File: config.mk
export PLATFORM = sky130hd
export DESIGN_NAME = display_mode_sequencer
export DESIGN_NICKNAME = d
export VERILOG_FILES = /design/src/rtl/display_pkg.sv /design/src/rtl/button_debounce.sv /design/src/rtl/display_mode_sequencer.sv
export SDC_FILE = /design/constraint.sdc
export NUM_CORES = 1
export LEC_CHECK = 0
export ABC_AREA = 0
export BUFFER_PORTS_ARGS = -buffer_cell sky130_fd_sc_hd__clkbuf_2
export CAP_MARGIN = 20
export CORE_UTILIZATION = 45
export CTS_BUF_LIST = sky130_fd_sc_hd__clkbuf_4 sky130_fd_sc_hd__clkbuf_8
export DETAILED_ROUTE_END_ITERATION = 12
export GPL_ROUTABILITY_DRIVEN = 0
export PLACE_DENSITY_LB_ADDON = 0.05
export SLEW_MARGIN = 5
export SYNTH_ARGS = -nofsm -noshare
export SYNTH_HDL_FRONTEND = slang
export SYNTH_SLANG_ARGS = --single-unit
File: constraint.sdc
create_clock -name clk -period 3.1 [get_ports clk]
set_clock_uncertainty 0.1 [all_clocks]
set_input_delay 0.31 -clock clk [delete_from_list [all_inputs] [get_ports clk]]
set_output_delay 0.31 -clock clk [all_outputs]
set_load 0.05 [all_outputs]
File: src/rtl/display_pkg.sv
// Shared constants, display FSM state type and width helper for the
// display mode sequencer slice.
package display_pkg;

  localparam int unsigned DISP_SEG_W      = 7;
  localparam logic [DISP_SEG_W-1:0] DISP_SEG_OFF = 7'b1111111;
  localparam int unsigned DISP_NUM_DIGITS = 4;
  localparam int unsigned DISP_LED_W      = 10;

  typedef enum logic {
    SHOW  = 1'b0,
    BLANK = 1'b1
  } disp_state_t;

  // Bits needed to hold values 0..value-1, never less than one bit.
  function automatic int unsigned clog2_min1(input int unsigned value);
    return (value <= 2) ? 1 : $clog2(value);
  endfunction

endpackage

File: src/rtl/button_debounce.sv
// Push-button conditioner: 2-FF synchroniser, debounce counter and a
// one-cycle press strobe on the accepted released->pressed transition.
module button_debounce
  import display_pkg::*;
#(
  parameter int unsigned DEBOUNCE_CYCLES = 500000
) (
  input  logic clk,
  input  logic reset,
  input  logic btn_n,
  output logic press
);

  localparam int unsigned CNT_W = clog2_min1(DEBOUNCE_CYCLES);
  localparam logic [CNT_W-1:0] CNT_LAST = CNT_W'(DEBOUNCE_CYCLES - 1);

  logic             sync1;
  logic             sync2;
  logic             level;
  logic [CNT_W-1:0] cnt;
  logic             accept;

  assign accept = (sync2 != level) && (cnt == CNT_LAST);

  // Bring the raw pin into the clk domain; idles at released (1).
  always_ff @(posedge clk or negedge reset) begin
    if (!reset) begin
      sync1 <= 1'b1;
      sync2 <= 1'b1;
    end else begin
      sync1 <= btn_n;
      sync2 <= sync1;
    end
  end

  // Accept a new level only after it has differed for DEBOUNCE_CYCLES cycles.
  always_ff @(posedge clk or negedge reset) begin
    if (!reset) begin
      level <= 1'b1;
      cnt   <= '0;
      press <= 1'b0;
    end else begin
      press <= accept && !sync2;
      if (sync2 == level) begin
        cnt <= '0;
      end else if (accept) begin
        level <= sync2;
        cnt   <= '0;
      end else begin
        cnt <= cnt + 1'b1;
      end
    end
  end

endmodule

File: src/rtl/display_mode_sequencer.sv
// Mode sequencer and display multiplexer: two debounced buttons step the
// active source forward/backward with wrap, the display blanks briefly on
// every change. Optional macro MODE_INDICATOR_EN overlays the one-hot mode
// enable onto the top LED bits.
module display_mode_sequencer
  import display_pkg::*;
#(
  parameter int unsigned NUM_MODES       = 4,
  parameter int unsigned NUM_DIGITS      = DISP_NUM_DIGITS,
  parameter int unsigned SEG_W           = DISP_SEG_W,
  parameter int unsigned LED_W           = DISP_LED_W,
  parameter int unsigned DEBOUNCE_CYCLES = 500000,
  parameter int unsigned BLANK_CYCLES    = 5000000,
  parameter logic [SEG_W-1:0] SEG_OFF    = SEG_W'(DISP_SEG_OFF),
  localparam int unsigned MODE_W         = clog2_min1(NUM_MODES)
) (
  input  logic                               clk,
  input  logic                               reset,
  input  logic                               btn_next_n,
  input  logic                               btn_prev_n,
  input  logic [NUM_MODES*NUM_DIGITS*SEG_W-1:0] seg_in,
  input  logic [NUM_MODES*LED_W-1:0]         led_in,
  output logic [NUM_DIGITS*SEG_W-1:0]        seg_out,
  output logic [LED_W-1:0]                   led_out,
  output logic [NUM_MODES-1:0]               mode_enable,
  output logic [MODE_W-1:0]                  mode_idx,
  output logic                               mode_changed
);

  localparam int unsigned BLANK_W = clog2_min1(BLANK_CYCLES);
  localparam logic [BLANK_W-1:0] BLANK_LOAD =
    (BLANK_CYCLES > 0) ? BLANK_W'(BLANK_CYCLES - 1) : '0;
  localparam logic [MODE_W-1:0] MODE_LAST = MODE_W'(NUM_MODES - 1);
  localparam int unsigned SRC_W = NUM_DIGITS * SEG_W;

  if (NUM_MODES < 2 || NUM_MODES > 16) begin : g_bad_modes
    $error("NUM_MODES must be in 2..16");
  end

`ifdef MODE_INDICATOR_EN
  if (LED_W < NUM_MODES) begin : g_bad_led_w
    $error("MODE_INDICATOR_EN needs LED_W >= NUM_MODES");
  end
`endif

  logic              next_p;
  logic              prev_p;
  logic              step;
  logic [MODE_W-1:0] idx_next;

  disp_state_t        state;
  disp_state_t        state_next;
  logic [BLANK_W-1:0] blank_cnt;
  logic [BLANK_W-1:0] blank_cnt_next;

  logic [SRC_W-1:0] sel_seg;
  logic [LED_W-1:0] sel_led;
  logic [SRC_W-1:0] seg_next;
  logic [LED_W-1:0] led_next;

  button_debounce #(.DEBOUNCE_CYCLES(DEBOUNCE_CYCLES)) u_btn_next (
    .clk   (clk),
    .reset (reset),
    .btn_n (btn_next_n),
    .press (next_p)
  );

  button_debounce #(.DEBOUNCE_CYCLES(DEBOUNCE_CYCLES)) u_btn_prev (
    .clk   (clk),
    .reset (reset),
    .btn_n (btn_prev_n),
    .press (prev_p)
  );

  // Next mode index with wrap; simultaneous strobes cancel each other.
  always_comb begin
    step     = next_p ^ prev_p;
    idx_next = mode_idx;
    if (next_p && !prev_p) begin
      idx_next = (mode_idx == MODE_LAST) ? '0 : mode_idx + 1'b1;
    end else if (prev_p && !next_p) begin
      idx_next = (mode_idx == '0) ? MODE_LAST : mode_idx - 1'b1;
    end
  end

  // Mode register, one-hot enable and change pulse update together.
  always_ff @(posedge clk or negedge reset) begin
    if (!reset) begin
      mode_idx     <= '0;
      mode_enable  <= NUM_MODES'(1);
      mode_changed <= 1'b0;
    end else begin
      mode_changed <= step;
      if (step) begin
        mode_idx    <= idx_next;
        mode_enable <= NUM_MODES'(1) << idx_next;
      end
    end
  end

  // Blank/show state and blank counter transitions.
  always_comb begin
    state_next     = state;
    blank_cnt_next = blank_cnt;
    case (state)
      SHOW: begin
        if (mode_changed && BLANK_CYCLES != 0) begin
          state_next     = BLANK;
          blank_cnt_next = BLANK_LOAD;
        end
      end
      BLANK: begin
        if (mode_changed) begin
          blank_cnt_next = BLANK_LOAD;
        end else if (blank_cnt == '0) begin
          state_next = SHOW;
        end else begin
          blank_cnt_next = blank_cnt - 1'b1;
        end
      end
      default: begin
        state_next     = SHOW;
        blank_cnt_next = '0;
      end
    endcase
  end

  // Select the active source; an out-of-range index shows nothing.
  always_comb begin
    sel_seg = {NUM_DIGITS{SEG_OFF}};
    sel_led = '0;
    for (int unsigned m = 0; m < NUM_MODES; m++) begin
      if (mode_idx == MODE_W'(m)) begin
        sel_seg = seg_in[m*SRC_W +: SRC_W];
        sel_led = led_in[m*LED_W +: LED_W];
      end
    end
  end

  // Output data decided from the upcoming state so blanking and the
  // register contents stay aligned to the state register.
  always_comb begin
    if (state_next == BLANK) begin
      seg_next = {NUM_DIGITS{SEG_OFF}};
      led_next = '0;
    end else begin
      seg_next = sel_seg;
      led_next = sel_led;
    end
`ifdef MODE_INDICATOR_EN
    led_next[LED_W-1 -: NUM_MODES] = mode_enable;
`else
    led_next = led_next;
`endif
  end

  // Display state and registered outputs.
  always_ff @(posedge clk or negedge reset) begin
    if (!reset) begin
      state     <= SHOW;
      blank_cnt <= '0;
      seg_out   <= {NUM_DIGITS{SEG_OFF}};
      led_out   <= '0;
    end else begin
      state     <= state_next;
      blank_cnt <= blank_cnt_next;
      seg_out   <= seg_next;
      led_out   <= led_next;
    end
  end

endmodule
==> impl_metrics.env <==
export IMPL_status="finished, final reports clean"
export IMPL_root_buffer="clkbuf_8"
export IMPL_rsz0062_at_grt="false"
export IMPL_critical_path_top_delay_family="simple AND/OR/NAND/NOR gates"
export IMPL_drt_iter0_markers=226
export IMPL_cts_sinks=115
export IMPL_track_usage_pct=23.3
export IMPL_setup_worst_path_start="blank_cnt[0]$_DFFE_PN0P_"
export IMPL_critPathSlowestCell="or4b_4"
export IMPL_rows=41
export IMPL_htreeDepth=4
export IMPL_grt_overflow_total=0
export IMPL_place_inst=976
export IMPL_ys_warn_count=0
export IMPL_seq_area_frac_synth_pct=48.7
export IMPL_netlist_area_um2=5990
export IMPL_crit_reg2reg_launch="blank_cnt[0]$_DFFE_PN0P_"
export IMPL_core_area_um2=12800
export IMPL_critical_path_buf_inv_count=2
export IMPL_period_share_pct=83.8
export IMPL_postSynthAreaPerCell_um2=9.53
export IMPL_via_per_inst=5.20
export IMPL_antenna_found_initial=0
export IMPL_wl_per_cell_um=14.7
export IMPL_postRouteAntennaNets=0
export IMPL_cts_made_buffers=17
export IMPL_p_leak_nw=3.74
export IMPL_start_util_pct=46.7
export IMPL_period_needed_ps=2600
export IMPL_worst_path_max_fanout=21
export IMPL_cp_required_ps=3300
export IMPL_post_cts_resized=0
export IMPL_drc=0
export IMPL_cpPeakStageDelay_ps=510
export IMPL_syn_nets=794
export IMPL_fin_setup_tns_ps=0
export IMPL_grt_pass1_vias=5370
export IMPL_ir_worst_vdd_v=0.000294
export IMPL_dr_pass1_iters=4
export IMPL_clock_latency_ps=420
export IMPL_grtUsageMet2_pct=40.1
export IMPL_use_met1_pct=28.2
export IMPL_dp_hpwl_um=11500
export IMPL_dieHeight_um=117
export IMPL_clk_pin_slew_ps=70
export IMPL_cellPowerDensity_nw_per_um2=438
export IMPL_tightest_slew_ps=854
export IMPL_cts_tree="built"
export IMPL_die_w_um=117
export IMPL_postRouteWirelength_um=15100
export IMPL_top_usage_layer="met2"
export IMPL_worstHoldStart="seg_in[97]"
export IMPL_hold_violations=0
export IMPL_use_met3_pct=5.93
export IMPL_ys_async_sr_fraction_pct=100
export IMPL_synth_main_ff_cell="dfrtp_1"
export IMPL_arrival_ps=2790
export IMPL_drv_cap=0
export IMPL_drive_gt1_share_pct=34.0
export IMPL_setup_viol=0
export IMPL_multiInputGateArea_um2=2870
export IMPL_synth_edf_count=0
export IMPL_slew_viol_final=0
export IMPL_via_count=5349
export IMPL_synth_cell_types=49
export IMPL_hold_path_class="primary input to register"
export IMPL_grt_max_degree=54
export IMPL_cts_hold_buf=20
export IMPL_syn_inst=629
export IMPL_crit_chain="inv_1 -> ha_1 -> or4b_4 -> or3_4 -> o21ai_4 -> buf_4 -> nor3_1 -> or3b_1"
export IMPL_post_cts_setup_buffers=0
export IMPL_fin_cells=1028
export IMPL_finalNetCount=1008
export IMPL_io_pins=201
export IMPL_regArea_um2=2920
export IMPL_syn_to_final_growth_pct=29.9
export IMPL_crit_type="register to register"
export IMPL_start_kind="register"
export IMPL_cp_end_kind="register"
export IMPL_fmax_mhz=385
export IMPL_synth_seq_cells=115
export IMPL_die_area_um2=13800
export IMPL_cts_path_max_buffers=2
export IMPL_slew_headroom_pct=42.9
export IMPL_antennaDiodeCount=0
export IMPL_placement_io_buffers=200
export IMPL_grt_pass1_wl_um=25400
export IMPL_nFillCells=1136
cell usage after synthesis (2+ instances only):
master	number	area share, %
nor2b_1	18	1.9
o31ai_1	7	0.88
inv_1	14	0.88
mux2i_1	28	4.7
nor4_1	8	0.83
xor2_1	27	3.9
dfstp_2	35	15
xnor2_1	13	1.9
or4_1	7	0.88
and3_1	7	0.73
nand2_1	83	5.2
clkbuf_1	27	1.7
o21ai_0	37	3.1
dfrtp_1	80	33
or3_1	8	0.83
a221oi_1	10	1.5
buf_6	2	0.38
buf_4	3	0.38
nor3b_1	4	0.50
o22ai_1	27	2.8
nand4_1	10	1.0
or3b_1	3	0.44
nor4b_1	4	0.58
ha_1	9	1.9
and4_1	2	0.29
nor3_1	25	2.1
nand3_1	14	1.2
mux2_2	5	0.94
a211oi_1	2	0.25
o31a_1	2	0.29
a21oi_1	19	1.6
nand2b_1	7	0.73
nor2_1	65	4.1
or2_2	2	0.21
cell families (layout without fill, tap and decap cells):
logic type / Yosys count / after routing / share of synthesized area (%)
AOI/OAI and AO/OA: 109 / 109 / 11.5
xor gates and xnor gates: 40 / 40 / 5.84
adders and majority gates: 9 / 9 / 1.88
buffers and inverters: 49 / 276 / 3.53
DFF: 115 / 115 / 48.7
muxes: 34 / 34 / 5.80
and+or+nand+nor: 273 / 273 / 22.8
tightest hold or removal path, cell delays in order:
cell	delay, ps
clkbuf_2	80
mux2i_1	60
nand2_1	70
stage by stage:
step / util (%) / total power [mW] / area [µm²] / worst slack [ps] / hold WS, ps
after floorplan: - / 1.75 / 5990 / 717 / -85.6
after global placement: 55.8 / 1.92 / 7160 / 561 / 215
after detailed placement: 55.8 / 1.93 / 7160 / 507 / 216
after CTS: 60.7 / 3.45 / 7790 / 502 / 1.04
after global routing: 60.7 / 3.56 / 7790 / 393 / 0.222
final: 60.7 / 3.41 / 7790 / 503 / 27.0
cell type report:
class / count / area share [%]
flip-flops and latches: 115 / 37.5
multi-input cells: 465 / 36.8
repair buffers: 229 / 16.6
clock buffers: 21 / 3.47
well taps: 172 / 2.76
clock inverters: 11 / 2.06
inverters: 15 / 0.723
final timing paths:
| path | endpoint | slack (ps) | cells past startpoint |
|---|---|---|---|
| max | blank_cnt[8]$_DFFE_PN0P_ | 500 | 8 |
| min | seg_out[13]$_DFF_PN1_ | 30 | 3 |
| max reg2reg | blank_cnt[8]$_DFFE_PN0P_ | 500 | 8 |
| min reg2reg | u_btn_next.sync2$_DFF_PN1_ | 260 | 0 |
| max in group asynchronous | seg_out[3]$_DFF_PN1_ | 1830 | 3 |
| min in group asynchronous | led_out[5]$_DFF_PN0_ | 310 | 2 |
power by group:
part           internal, mW  leakage (nW)  switching [mW]
Clock                 0.918         0.228           0.572
Sequential             1.55          1.46          0.0165
Combinational         0.138          2.05           0.210
Total                  2.61          3.74           0.799
per-layer routing:
metal | routed length [µm] | vias to the layer above
met5 | 0 | -
met2 | 7630 | 153
met4 | 238 | 0
met1 | 6440 | 2534
li1 | - | 2644
met3 | 754 | 18
registers in the layout, indices dropped and copies added, names as in the netlist, 2 cells and up:
register	flops
u_btn_next.cnt	19
led_out	10
blank_cnt	23
seg_out	28
mode_idx	2
u_btn_prev.cnt	19
mode_enable	4
cell usage in the layout, fill, tap and decap left out, types with 10 or more instances in the layout:
master and n:
clkbuf_2 199, nand2_1 83, dfrtp_1 80, nor2_1 65, o21ai_0 37, dfstp_2 35, mux2i_1 28, xor2_1 27
o22ai_1 27, nor3_1 25, dlygate4sd3_1 20, a21oi_1 19, nor2b_1 18, clkbuf_8 18, inv_1 14, nand3_1 14
xnor2_1 13, nand4_1 10, a221oi_1 10
No activity file was read; power rests on OpenSTA's default activity.
